`src/rtl/mmio_pkg.sv`:
```
// Shared constants and types for the memory-mapped UART transmitter.
package mmio_pkg;

  // Default store addresses on the 16-bit data bus
  localparam logic [15:0] TX_ADDR_DEF   = 16'hFF00;
  localparam logic [15:0] STAT_ADDR_DEF = 16'hFF02;

  // Status word bit positions
  localparam int unsigned STAT_BUSY    = 0;
  localparam int unsigned STAT_EMPTY   = 1;
  localparam int unsigned STAT_FULL    = 2;
  localparam int unsigned STAT_OVF     = 3;
  localparam int unsigned STAT_CNT_LSB = 4;
  localparam int unsigned STAT_CNT_W   = 4;

  typedef enum logic [1:0] {IDLE, START, DATA, STOP} uart_state_t;

endpackage

```
`src/rtl/sync_fifo.sv`:
```
// Synchronous show-ahead FIFO; push and pop may occur in the same cycle.
// Ports: clk, reset (async active-low), push, pop, din -> dout (head),
//        full, empty, count (occupancy).
module sync_fifo #(
  parameter int unsigned W     = 8,
  parameter int unsigned DEPTH = 4
) (
  input  logic                     clk,
  input  logic                     reset,
  input  logic                     push,
  input  logic                     pop,
  input  logic [W-1:0]             din,
  output logic [W-1:0]             dout,
  output logic                     full,
  output logic                     empty,
  output logic [$clog2(DEPTH):0]   count
);

  localparam int unsigned AW = $clog2(DEPTH);

  logic [W-1:0]  r_mem [DEPTH];
  logic [AW-1:0] r_wr_ptr;
  logic [AW-1:0] r_rd_ptr;
  logic [AW:0]   r_count;
  logic          w_push;
  logic          w_pop;

  // A pop frees a slot, so a push into a full FIFO is accepted alongside it
  assign w_pop  = pop && !empty;
  assign w_push = push && (!full || w_pop);

  // Pointers and occupancy; DEPTH is a power of two so pointers wrap naturally
  always_ff @(posedge clk or negedge reset) begin
    if (!reset) begin
      r_wr_ptr <= '0;
      r_rd_ptr <= '0;
      r_count  <= '0;
    end else begin
      if (w_push) r_wr_ptr <= r_wr_ptr + AW'(1);
      if (w_pop)  r_rd_ptr <= r_rd_ptr + AW'(1);
      if (w_push && !w_pop)      r_count <= r_count + (AW+1)'(1);
      else if (w_pop && !w_push) r_count <= r_count - (AW+1)'(1);
    end
  end

  // Storage array
  always_ff @(posedge clk) begin
    if (w_push) r_mem[r_wr_ptr] <= din;
  end

  assign dout  = r_mem[r_rd_ptr];
  assign full  = (r_count == (AW+1)'(DEPTH));
  assign empty = (r_count == '0);
  assign count = r_count;

endmodule

```
`src/rtl/mmio_uart_tx.sv`:
```
// Memory-mapped 8N1 UART transmitter snooping the CPU store bus.
// Ports: clk, reset (async active-low), memwrite/dataadr/writedata (store bus),
//        tx (serial line, idle high, registered),
//        status {0.., count[7:4], overflow[3], full[2], empty[1], busy[0]},
//        busy (FSM not idle).
module mmio_uart_tx
  import mmio_pkg::*;
#(
  parameter int unsigned   n            = 16,
  parameter logic [n-1:0]  TX_ADDR      = n'(TX_ADDR_DEF),
  parameter logic [n-1:0]  STAT_ADDR    = n'(STAT_ADDR_DEF),
  parameter int unsigned   DEPTH        = 4,
  parameter int unsigned   CLKS_PER_BIT = 8
) (
  input  logic         clk,
  input  logic         reset,
  input  logic         memwrite,
  input  logic [n-1:0] dataadr,
  input  logic [n-1:0] writedata,
  output logic         tx,
  output logic [n-1:0] status,
  output logic         busy
);

  localparam int unsigned BW = (CLKS_PER_BIT > 1) ? $clog2(CLKS_PER_BIT) : 1;
  localparam int unsigned CW = $clog2(DEPTH) + 1;

  uart_state_t   r_state,   w_state_nxt;
  logic [BW-1:0] r_baud,    w_baud_nxt;
  logic [2:0]    r_bit_idx, w_bit_idx_nxt;
  logic [7:0]    r_shift,   w_shift_nxt;
  logic          r_tx,      w_tx_nxt;
  logic          r_ovf,     w_ovf_nxt;

  logic          w_push_req;
  logic          w_clr_req;
  logic          w_pop;
  logic          w_full;
  logic          w_empty;
  logic          w_baud_end;
  logic [7:0]    w_head;
  logic [CW-1:0] w_count;
  logic          w_unused_wdata;

  // Full-width address decode, no aliasing
  assign w_push_req = memwrite && (dataadr == TX_ADDR);
  assign w_clr_req  = memwrite && (dataadr == STAT_ADDR) && writedata[STAT_OVF];
  assign w_baud_end = (r_baud == BW'(CLKS_PER_BIT - 1));
  assign w_unused_wdata = ^writedata[n-1:8];

  sync_fifo #(
    .W     (8),
    .DEPTH (DEPTH)
  ) u_fifo (
    .clk   (clk),
    .reset (reset),
    .push  (w_push_req),
    .pop   (w_pop),
    .din   (writedata[7:0]),
    .dout  (w_head),
    .full  (w_full),
    .empty (w_empty),
    .count (w_count)
  );

  // State register; reset forces tx high immediately
  always_ff @(posedge clk or negedge reset) begin
    if (!reset) begin
      r_state   <= IDLE;
      r_baud    <= '0;
      r_bit_idx <= '0;
      r_shift   <= '0;
      r_tx      <= 1'b1;
      r_ovf     <= 1'b0;
    end else begin
      r_state   <= w_state_nxt;
      r_baud    <= w_baud_nxt;
      r_bit_idx <= w_bit_idx_nxt;
      r_shift   <= w_shift_nxt;
      r_tx      <= w_tx_nxt;
      r_ovf     <= w_ovf_nxt;
    end
  end

  // Next-state, baud/bit sequencing, pop request and overflow flag
  always_comb begin
    w_state_nxt   = r_state;
    w_baud_nxt    = r_baud;
    w_bit_idx_nxt = r_bit_idx;
    w_shift_nxt   = r_shift;
    w_pop         = 1'b0;
    w_tx_nxt      = 1'b1;
    w_ovf_nxt     = r_ovf;

    case (r_state)
      IDLE: begin
        if (!w_empty) begin
          w_pop         = 1'b1;
          w_shift_nxt   = w_head;
          w_state_nxt   = START;
          w_baud_nxt    = '0;
          w_bit_idx_nxt = '0;
        end
      end
      START: begin
        if (w_baud_end) begin
          w_state_nxt   = DATA;
          w_baud_nxt    = '0;
          w_bit_idx_nxt = '0;
        end else begin
          w_baud_nxt = r_baud + BW'(1);
        end
      end
      DATA: begin
        if (w_baud_end) begin
          w_baud_nxt = '0;
          if (r_bit_idx == 3'd7) begin
            w_state_nxt = STOP;
          end else begin
            w_shift_nxt   = r_shift >> 1;
            w_bit_idx_nxt = r_bit_idx + 3'd1;
          end
        end else begin
          w_baud_nxt = r_baud + BW'(1);
        end
      end
      STOP: begin
        if (w_baud_end) begin
          w_baud_nxt    = '0;
          w_bit_idx_nxt = '0;
          // Chain straight into the next start bit when data is waiting
          if (!w_empty) begin
            w_pop       = 1'b1;
            w_shift_nxt = w_head;
            w_state_nxt = START;
          end else begin
            w_state_nxt = IDLE;
          end
        end else begin
          w_baud_nxt = r_baud + BW'(1);
        end
      end
      default: w_state_nxt = IDLE;
    endcase

    // tx is registered, so it follows the state being entered
    case (w_state_nxt)
      START:   w_tx_nxt = 1'b0;
      DATA:    w_tx_nxt = w_shift_nxt[0];
      default: w_tx_nxt = 1'b1;
    endcase

    // A drop in the same cycle as a clear leaves the flag set
    if (w_push_req && w_full && !w_pop) w_ovf_nxt = 1'b1;
    else if (w_clr_req)                 w_ovf_nxt = 1'b0;
  end

  assign tx   = r_tx;
  assign busy = (r_state != IDLE);

  // Status word for software polling
  always_comb begin
    status                                  = '0;
    status[STAT_BUSY]                       = busy;
    status[STAT_EMPTY]                      = w_empty;
    status[STAT_FULL]                       = w_full;
    status[STAT_OVF]                        = r_ovf;
    status[STAT_CNT_LSB +: STAT_CNT_W]      = STAT_CNT_W'(w_count);
  end

endmodule

```
`config.mk`:
```
export PLATFORM = sky130hd
export DESIGN_NAME = mmio_uart_tx
export DESIGN_NICKNAME = d
export VERILOG_FILES = /design/src/rtl/mmio_pkg.sv /design/src/rtl/sync_fifo.sv /design/src/rtl/mmio_uart_tx.sv
export SDC_FILE = /design/constraint.sdc
export NUM_CORES = 1
export LEC_CHECK = 0
export CORE_UTILIZATION = 55
export DETAILED_ROUTE_END_ITERATION = 10
export PLACE_DENSITY = 0.82
export RECOVER_POWER = 25
export SKIP_LAST_GASP = 1
export SYNTH_ARGS = -nofsm -noshare
export SYNTH_HDL_FRONTEND = slang
export SYNTH_SLANG_ARGS = --single-unit
```
`constraint.sdc`:
```
create_clock -name clk -period 6.1 [get_ports clk]
set_clock_uncertainty 0.05 [all_clocks]
set_input_delay 0.61 -clock clk [delete_from_list [all_inputs] [get_ports clk]]
set_output_delay 0.61 -clock clk [all_outputs]
set_load 0.01 [all_outputs]
```
==> results.md, run 1 <==
* Die Y at 72.2 µm
* Worst Max-Slew Pin Slew at 1360 ps
* # IOs at 53
* Initial antenna violation count at 0
* Worst EP arrival at 3390 ps
* Relative slew slack at 9.38%
* WP data required at 6300 ps
* R2R depth at 12
* Hold Crit Depth at 2
* Final setup violating endpoints at 0
* Final hold violations at 0
* Hold endpoint: r_shift[2]$_DFFE_PN0P_
* LEAKAGE at 0.00124 µW
* P per Cell Area at 242 nW/µm²
* # placed instances at 291
* Syn_area_per_cell at 13.8 µm²
* Simple-gate area share of the yosys netlist at 10.5%
* R2R Setup Slk at 2900 ps
* Prevailing post-synth register cell: edfxtp_1
* Hpwl dp at 3170 µm
* Routed Antenna Nets at 0
* Worst R2R End: u_fifo.count[2]$_DFFE_PN0P_
* H-tree depth at 3
* # DRC at 0
* Starting Density at 57.5%
* Drt pass-1 iters at 4
* HP Class: reg -> reg
* Max Cap Viol at 0
* TritonCTS clock tree: done
* Multi-input logic area at 998 µm²
* Synth Area in Compound Gates at 7.88%
* First-pass GRT wire length at 7760 µm
* Worst setup EP type: flip-flop
* FP Rows at 25
* # diodes at 0
* Buffer and inverter count on the worst path at 2
* Clk root buf: clkbuf_8
* Port bufs at 35
* Core Box Area at 4720 µm²
* Multiplexer area fraction after synthesis at 8.02%
* Pwr Total at 790 µW
* Ys async rst share at 43.9%
* GRT Residual Overflow at 0
* CTS Sinks at 57
* Period minus WS final at 3200 ps
* Area of the mapped netlist at 2710 µm²
* Area growth from synthesis to layout at 20.3%
* Die area at 5220 µm²
* TritonCTS Buffers at 9
* Gates resized, CTS repair at 0
* Cells after Synth at 196
* Hold path start: r_shift[2]$_DFFE_PN0P_
* CP startpoint kind: flip-flop
* GRT Total Usage at 20.6%
* Worst skew pair latency at 330 ps
* Unrepaired setup endpoints after global routing: no
* Max stage delay cell, worst path: nor3_1
* Number of synthesized flops with an enable pin at 32
* Seq/Total Area, Yosys at 58.5%
* Top delay family on crit path: simple AND/OR/NAND/NOR gates
* Peak VDD IR at 218 µV
* Critical Path Fanout Max at 7
* Largest family of logic cells by synthesized area: simple AND/OR/NAND/NOR gates
* Xor/xnor share of the synthesized area at 1.94%
* Cell taking the most area after synthesis: edfxtp_1
* Max frequency at 0.313 GHz
* Synth Register Bits at 57
* Synth top cells by count: edfxtp_1 (32), dfrtp_1 (24), nand2_1 (16)
* Sequential Area at 1590 µm²
* Post-Layout Cell Count at 307
* Fin crit share at 52.4%
* Hold buffer count at CTS at 0
* Setup Buffers After CTS at 0
* Setup TNS at 0 ps
* Unique masters post-synth at 42
* Largest cells by area after synthesis: edfxtp_1 (35%), dfrtp_1 (22%), mux4_2 (6.6%)
* CTS Buffer Depth at 2
* Max Slew Vio Count at 0
* Filler cell count at 328
* Critical Path Max Stage Delay at 440 ps
* Setup slack after layout at 2900 ps
* Final nets at 285
* Die X at 72.2 µm
* DR vias/cell at 5.21
* Reg-to-reg startpoint: r_state[0]$_DFF_PN0_
* GP Congestion at 0.724
* Crit path kind: reg -> reg
* Vias post-DR at 1601
* Yosys top cell area share at 35.4%
* Share of cells above drive strength 1 at 15.0%
* Pre-CTS WS at 2620 ps
* Syn. warnings at 0
* Vias in the first global route at 1662
* Synth Area in Adders at 7.19%
* Routed Wire Length at 4450 µm
* Wire length per cell at 14.5 µm
* Clock transition at the registers of the reported paths at 70 ps
* Hold_ws at 434 ps
* Cell Chain, Critical Path: inv_1, ha_1, a21oi_1, nor3_1, nor2b_1, nor3b_4, ha_1, inv_1, fa_1, xor2_1, nor2_1, xor2_1
* Outcome: completed
* Largest net degree at the start of global routing at 26
* Top-count cell post-synth: edfxtp_1
* Starting DRC count in detailed routing at 166
==> cells in the final DEF (no fill, tap or decap), drive strengths merged, types with 2 or more instances in the layout <==
cell           synthesis  final
edfxtp                32     32
clkdlybuf4s50          0     32
nor3                   3      3
nand3                  6      6
nand4                  2      2
nand2                 16     16
nor3b                  3      3
xor2                   3      3
clkinv                 0      4
dlygate4sd3            0      3
conb                   1      9
nor2                   2      2
clkbuf                 2     10
mux4                   8      8
mux2                   3      3
ha                    14     14
a22oi                  6      6
dfrtp                 24     24
clkinvlp               0      2
o21ai                 14     14
inv                   12     12
and2                   4      4
nor2b                  2      2
a21oi                  4      4
nand3b                 2      2
xnor2                  3      3
==> how the worst max path moves through the flow <==
stage	startpoint	to	slack, ps	cells past startpoint
3_5_place_dp	dataadr[0]	u_fifo.count[2]$_DFFE_PN0P_	2620	10
6_report	r_state[0]$_DFF_PN0_	u_fifo.count[2]$_DFFE_PN0P_	2900	12
5_1_grt	r_state[1]$_DFF_PN0_	u_fifo.count[2]$_DFFE_PN0P_	2650	12
4_1_cts	r_state[1]$_DFF_PN0_	u_fifo.count[2]$_DFFE_PN0P_	2890	12
3_3_place_gp	dataadr[0]	u_fifo.count[2]$_DFFE_PN0P_	2700	10
2_1_floorplan	dataadr[0]	u_fifo.count[2]$_DFFE_PN0P_	3230	9
==> metal layers <==
layer	global-route usage, %	vias up	wire length, µm
li1	-	780	-
met4	10.5	0	80
met5	0	-	0
met1	25.5	772	1940
met2	33.2	40	2250
met3	5.97	9	171
==> flip-flops by register name (all words and copies together) (netlist names) <==
name / cells
r_baud: 3
r_bit_idx: 3
r_ovf: 1
r_shift: 8
r_state: 2
tx: 1
u_fifo.count: 3
u_fifo.r_mem: 32
u_fifo.r_rd_ptr: 2
u_fifo.r_wr_ptr: 2
==> stage by stage <==
stage / utilization (%) / cell area [µm²]
2_1_floorplan: - / 2740
3_3_place_gp: 65.1 / 3070
3_5_place_dp: 65.1 / 3070
4_1_cts: 69.2 / 3270
5_1_grt: 69.1 / 3260
6_report: 69.1 / 3260
==> power by group <==
| group | total, µW | leakage [µW] | internal (µW) | switching [µW] |
|---|---|---|---|---|
| Clock | 340 | 0.0000929 | 187 | 153 |
| Sequential | 413 | 0.000591 | 411 | 2.43 |
| Combinational | 37.2 | 0.000554 | 21.6 | 15.6 |
| Total | 790 | 0.00124 | 620 | 171 |
==> tightest hold or removal path, delay by kind of cell, from the launching register on <==
| kind | cells | cell delay (ps) |
|---|---|---|
| simple gates | 1 | 50 |
| flops | 1 | 350 |
| compound gates | 1 | 60 |
==> logic make-up (layout without fill, tap and decap cells) <==
group | after synthesis | count (layout)
mux | 11 | 11
fa+ha+maj | 15 | 15
compound gates | 33 | 33
simple gates | 45 | 45
other cells | 1 | 9
flops | 57 | 57
buf+inv | 28 | 64
xor+xnor | 6 | 6
==> area by class of cell <==
class / count / share of cell area, %
inverters: 12 / 1.38
clock inverters: 7 / 2.18
multi-input cells: 119 / 30.6
clock buffers: 9 / 3.79
well taps: 67 / 2.57
flip-flops and latches: 57 / 48.6
repair buffers: 36 / 10.8
(Power assumes the default switching activity.)
==> run 2: changes to the inputs <==
CORE_UTILIZATION = 46   (was 55)
PLACE_DENSITY = 0.73   (was 0.82)
clock period = 2.9 ns   (was 6.1 ns; I/O delays follow)
==> results.md, run 2 (synthesized netlist as in run 1, its figures left out) <==
* Drt pass-1 iters at 4 (unchanged)
* # IOs at 53 (unchanged)
* Hold buffer count at CTS at 0 (unchanged)
* # diodes at 0 (unchanged)
* Period minus WS final at 2570 ps (-631 ps)
* Crit path kind: reg -> reg
* Starting Density at 48.4% (-9.1 points)
* Max Slew Vio Count at 0 (unchanged)
* GRT busiest layer: met2
* GRT Total Usage at 17.3% (-3.3 points)
* Pint at 1380 µW (+120%)
* Cell Chain, Critical Path: inv_1, ha_1, nor3_1, nor2b_1, nor3b_4, ha_1, inv_1, fa_1, xor2_1, nor2_1, xor2_1
* Initial antenna violation count at 0 (unchanged)
* Switch share at 20.0% (-1.6 points)
* Unrepaired setup endpoints after global routing: no
* Final setup violating endpoints at 0 (unchanged)
* GRT Residual Overflow at 0 (unchanged)
* Global Route met2 Usage at 30.0% (-3.2 points)
* Critical Path Max Stage Delay at 430 ps (about the same)
* First-pass GRT wire length at 7850 µm (+1.2%)
* Final nets at 291 (+2.1%)
* TritonCTS clock tree: done
* Relative slew slack at 9.59% (+0.22 points)
* Sequential share of power at 50.3% (-2.0 points)
* Critical Path Fanout Max at 5 (-2)
* Die X at 78.8 µm (+9.1%)
* Sw power at 346 µW (+100%)
* Routed Antenna Nets at 0 (unchanged)
* TritonCTS Buffers at 9 (unchanged)
* GRT met1 Usage at 20.0% (-5.5 points)
* Largest net degree at the start of global routing at 26 (unchanged)
* GP Congestion at 0.728 (+0.59%)
* Die area at 6210 µm² (+19%)
* Clk root buf: clkbuf_8
* Post-Layout Cell Count at 317 (+3.3%)
* Worst Max-Slew Pin Slew at 1360 ps (-3.28 ps)
* Post-route cell area at 3330 µm² (+2.0%)
* # DRC at 0 (unchanged)
* Worst setup EP type: flip-flop
* Max stage delay cell, worst path: dfrtp_1
* Clk pwr share at 45.2% (+2.2 points)
* Comb power frac at 4.6% (about the same)
* CP startpoint kind: flip-flop
* Worst EP arrival at 2770 ps (-620 ps)
* Port bufs at 35 (unchanged)
* Placed Area at 3120 µm² (+1.7%)
* CTS Sinks at 57 (unchanged)
* DR vias/cell at 5.17 (-0.92%)
* Vias in the first global route at 1697 (+2.1%)
* Vias post-DR at 1638 (+2.3%)
* Routed Wire Length at 4630 µm (+4.2%)
* Setup Buffers After CTS at 0 (unchanged)
* P per Cell Area at 520 nW/µm² (+110%)
* Wire length per cell at 14.6 µm (+0.92%)
* CTS Buffer Depth at 2 (unchanged)
* H-tree depth at 3 (unchanged)
* Outcome: completed
* # placed instances at 302 (+3.8%)
* Biggest regs: u_fifo.r_mem x32, r_shift x8
* Die Y at 78.8 µm (+9.1%)
* Top reg by flops: u_fifo.r_mem
* Starting DRC count in detailed routing at 99 (-40%)
* WP data required at 3100 ps (-3200 ps)
* HP Class: reg -> reg
* M3 GR Usage at 5.52% (-0.45 points)
* Max reg flops at 32 (unchanged)
* Max frequency at 0.390 GHz (+25%)
* Area growth from synthesis to layout at 22.6%
* LEAKAGE at 0.00127 µW (+3.0%)
* Final hold violations at 0 (unchanged)
* Clock transition at the registers of the reported paths at 60 ps (about the same)
* Hpwl dp at 3180 µm (+0.49%)
* Gates resized, CTS repair at 0 (unchanged)
* Commonest non-fill, non-tap cells in the layout: clkdlybuf4s50_1 (32), edfxtp_1 (32), dfrtp_1 (24)
* Max Cap Viol at 0 (unchanged)
* Worst skew pair latency at 330 ps (about the same)
* Share of cells above drive strength 1 at 16.7% (+1.7 points)
* FP Rows at 27 (+8.0%)
* Core Box Area at 5610 µm² (+19%)
* Fin crit share at 88.5% (+36 points)
* Peak VDD IR at 517 µV (+140%)
* Setup TNS at 0 ps (unchanged)
## run 2: final cells by class
class | count | area, µm²
fill | 468 | 2280
sequential | 57 | 1590
multi-input combinational | 119 | 998
timing repair buffer | 42 | 399
clock buffer | 9 | 124
tap | 72 | 90.1
clock inverter | 6 | 83.8
inverter | 12 | 45.0
## run 2: worst paths after layout
kind	cells past startpoint	slack, ps	from	end
worst max register to register	11	330	r_state[0]$_DFF_PN0_	u_fifo.count[2]$_DFFE_PN0P_
max in group asynchronous	2	1260	reset	u_fifo.r_wr_ptr[1]$_DFFE_PN0P_
worst min register to register	1	430	r_shift[0]$_DFF_PN0_	r_shift[0]$_DFF_PN0_
min in group asynchronous	2	750	reset	r_shift[2]$_DFFE_PN0P_
worst max-delay path	11	330	r_state[0]$_DFF_PN0_	u_fifo.count[2]$_DFFE_PN0P_
worst min-delay path	1	430	r_shift[0]$_DFF_PN0_	r_shift[0]$_DFF_PN0_
## run 2: per-stage QoR
step                      hold slack (ps)  setup slack, ps  utilization, %  power, µW
after floorplan                     -55.6              175               -        920
after global placement                409             37.8            55.7        963
after detailed placement              420            -18.2            55.7        966
after CTS                             276              319            59.4       1750
after global routing                  456             91.6            59.3       1780
final                                 430              335            59.3       1730
## run 2: critical path: cells and delay by family, from the launching register on
kind	cells	cell delay, ps
adder cells (fa/ha/maj)	3	860
AND/OR/NAND/NOR	4	700
flip-flops	1	430
XOR/XNOR	2	300
buffers and inverters	2	160
## run 2: power by group through the flow
stage	clock [µW]	sequential [µW]	combinational, µW
3_3_place_gp	0	884	79.5
5_1_grt	829	869	86.8
4_1_cts	799	869	82.0
3_5_place_dp	0	885	80.5
2_1_floorplan	0	884	35.9
6_report	781	869	78.8
## run 2: routing by layer
layer	share of wire (%)	vias to the layer above
li1	-	792
met1	43	796
met4	1.2	0
met2	51	42
met3	4.2	8
met5	0	-
==> run 3: changes to the inputs <==
MAX_ROUTING_LAYER = met4   (was default)
==> results.md, run 3 (synthesized netlist as in run 1, its figures left out) <==
* Outcome: completed
* CTS Sinks at 57 (unchanged)
* Worst setup EP type: flip-flop
* Largest net degree at the start of global routing at 26 (unchanged)
* Die Y at 78.8 µm (unchanged)
* Crit path kind: reg -> reg
* HP Class: reg -> reg
* Setup Buffers After CTS at 0 (unchanged)
* GP Congestion at 0.737 (+1.2%)
* Clock transition at the registers of the reported paths at 60 ps (about the same)
* # placed instances at 302 (unchanged)
* # IOs at 53 (unchanged)
* Wl on met1 at 2010 µm (about the same)
* First-pass GRT wire length at 7870 µm (+0.27%)
* Setup slack after layout at 342 ps (+7.20 ps)
* Final hold violations at 0 (unchanged)
* Max reg flops at 32 (unchanged)
* Clk root buf: clkbuf_8
* Fin crit share at 88.2% (-0.25 points)
* # DRC at 0 (unchanged)
* TritonCTS clock tree: done
* Relative slew slack at 9.61% (+0.011 points)
* Port bufs at 35 (unchanged)
* Die area at 6210 µm² (unchanged)
* Period minus WS final at 2560 ps (-7.20 ps)
* Hold buffer count at CTS at 0 (unchanged)
* Setup TNS at 0 ps (unchanged)
* GRT Total Usage at 17.8% (+0.52 points)
* Vias post-DR at 1605 (-2.0%)
* Pwr Total at 1730 µW (about the same)
* Pre-CTS WS at -18.2 ps (unchanged)
* Wire length per cell at 14.6 µm (-0.19%)
* Final setup violating endpoints at 0 (unchanged)
* LEAKAGE at 0.00127 µW (unchanged)
* Biggest regs: u_fifo.r_mem x32, r_shift x8
* Unrepaired setup endpoints after global routing: no
* Vias in the first global route at 1694 (-0.18%)
* Final nets at 291 (unchanged)
* TritonCTS Buffers at 9 (unchanged)
* Peak VDD IR at 517 µV (-0.15%)
* Top reg by flops: u_fifo.r_mem
* GRT Residual Overflow at 0 (unchanged)
* Routed Antenna Nets at 0 (unchanged)
* Met3 Wirelength at 188 µm (-4.1%)
* Top sig layer: met4
* Max Slew Vio Count at 0 (unchanged)
* DR vias/cell at 5.06 (-2.0%)
* Hold_ws at 427 ps (-2.81 ps)
* Initial antenna violation count at 0 (unchanged)
* Core Box Area at 5610 µm² (unchanged)
* Gates resized, CTS repair at 0 (unchanged)
* Worst EP arrival at 2760 ps (about the same)
* Critical Path Fanout Max at 5 (unchanged)
* CTS Buffer Depth at 2 (unchanged)
* Commonest non-fill, non-tap cells in the layout: clkdlybuf4s50_1 (32), edfxtp_1 (32), dfrtp_1 (24)
* FP Rows at 27 (unchanged)
* # diodes at 0 (unchanged)
* Routed Wire Length at 4630 µm (-0.19%)
* P per Cell Area at 519 nW/µm² (about the same)
* H-tree depth at 3 (unchanged)
* Worst Max-Slew Pin Slew at 1360 ps (-0.162 ps)
* Hpwl dp at 3180 µm (unchanged)
* WP data required at 3110 ps (about the same)
* Starting DRC count in detailed routing at 102 (+3.0%)
* Post-Layout Cell Count at 317 (unchanged)
* Die X at 78.8 µm (unchanged)
* Starting Density at 48.4% (unchanged)
* Met2 WL at 2360 µm (-0.25%)
* CP startpoint kind: flip-flop
* Max frequency at 0.391 GHz (+0.28%)
* Share of cells above drive strength 1 at 16.7% (unchanged)
* Worst skew pair latency at 330 ps (about the same)
* Max Cap Viol at 0 (unchanged)
* Area growth from synthesis to layout at 22.6% (unchanged)
* Drt pass-1 iters at 4 (unchanged)
run 3: worst max-delay path, stage by stage, from the launching register on:
cell,delay (ps)
dfrtp_1,420
inv_1,100
ha_1,290
nor3_1,260
nor2b_1,130
nor3b_4,200
ha_1,200
inv_1,60
fa_1,370
xor2_1,150
nor2_1,110
xor2_1,150
run 3: worst paths after layout:
kind | from | to | slack (ps) | cells after the start
setup / recovery | r_state[0]$_DFF_PN0_ | u_fifo.count[2]$_DFFE_PN0P_ | 340 | 11
setup reg to reg | r_state[0]$_DFF_PN0_ | u_fifo.count[2]$_DFFE_PN0P_ | 340 | 11
max in group asynchronous | reset | u_fifo.r_wr_ptr[1]$_DFFE_PN0P_ | 1260 | 2
hold reg to reg | r_shift[0]$_DFF_PN0_ | r_shift[0]$_DFF_PN0_ | 430 | 1
min in group asynchronous | reset | r_shift[4]$_DFFE_PN0P_ | 740 | 2
hold / removal | r_shift[0]$_DFF_PN0_ | r_shift[0]$_DFF_PN0_ | 430 | 1
run 3: through the flow:
step / instance area [µm²] / util (%)
3_3_place_gp: 3120 / 55.7
2_1_floorplan: 2740 / -
4_1_cts: 3330 / 59.4
6_report: 3330 / 59.3
3_5_place_dp: 3120 / 55.7
5_1_grt: 3330 / 59.3
run 3: power breakdown:
part	leakage [µW]	internal, µW	switching (µW)
clock network	0.0000987	474	307
registers	0.000591	864	5.31
logic	0.000585	45.5	33.3
run 3: layer usage:
metal,vias up,global-route usage [%]
met5,-,-
met3,6,5.86
met2,33,29.9
met4,0,6.00
met1,778,20.2
li1,788,-
run 3: cell type report:
cell class,instances,area [µm²]
flip-flops and latches,57,1590
repair buffers,42,399
inverters,12,45.0
fillers,468,2280
multi-input cells,119,998
well taps,72,90.1
clock buffers,9,124
clock inverters,6,83.8
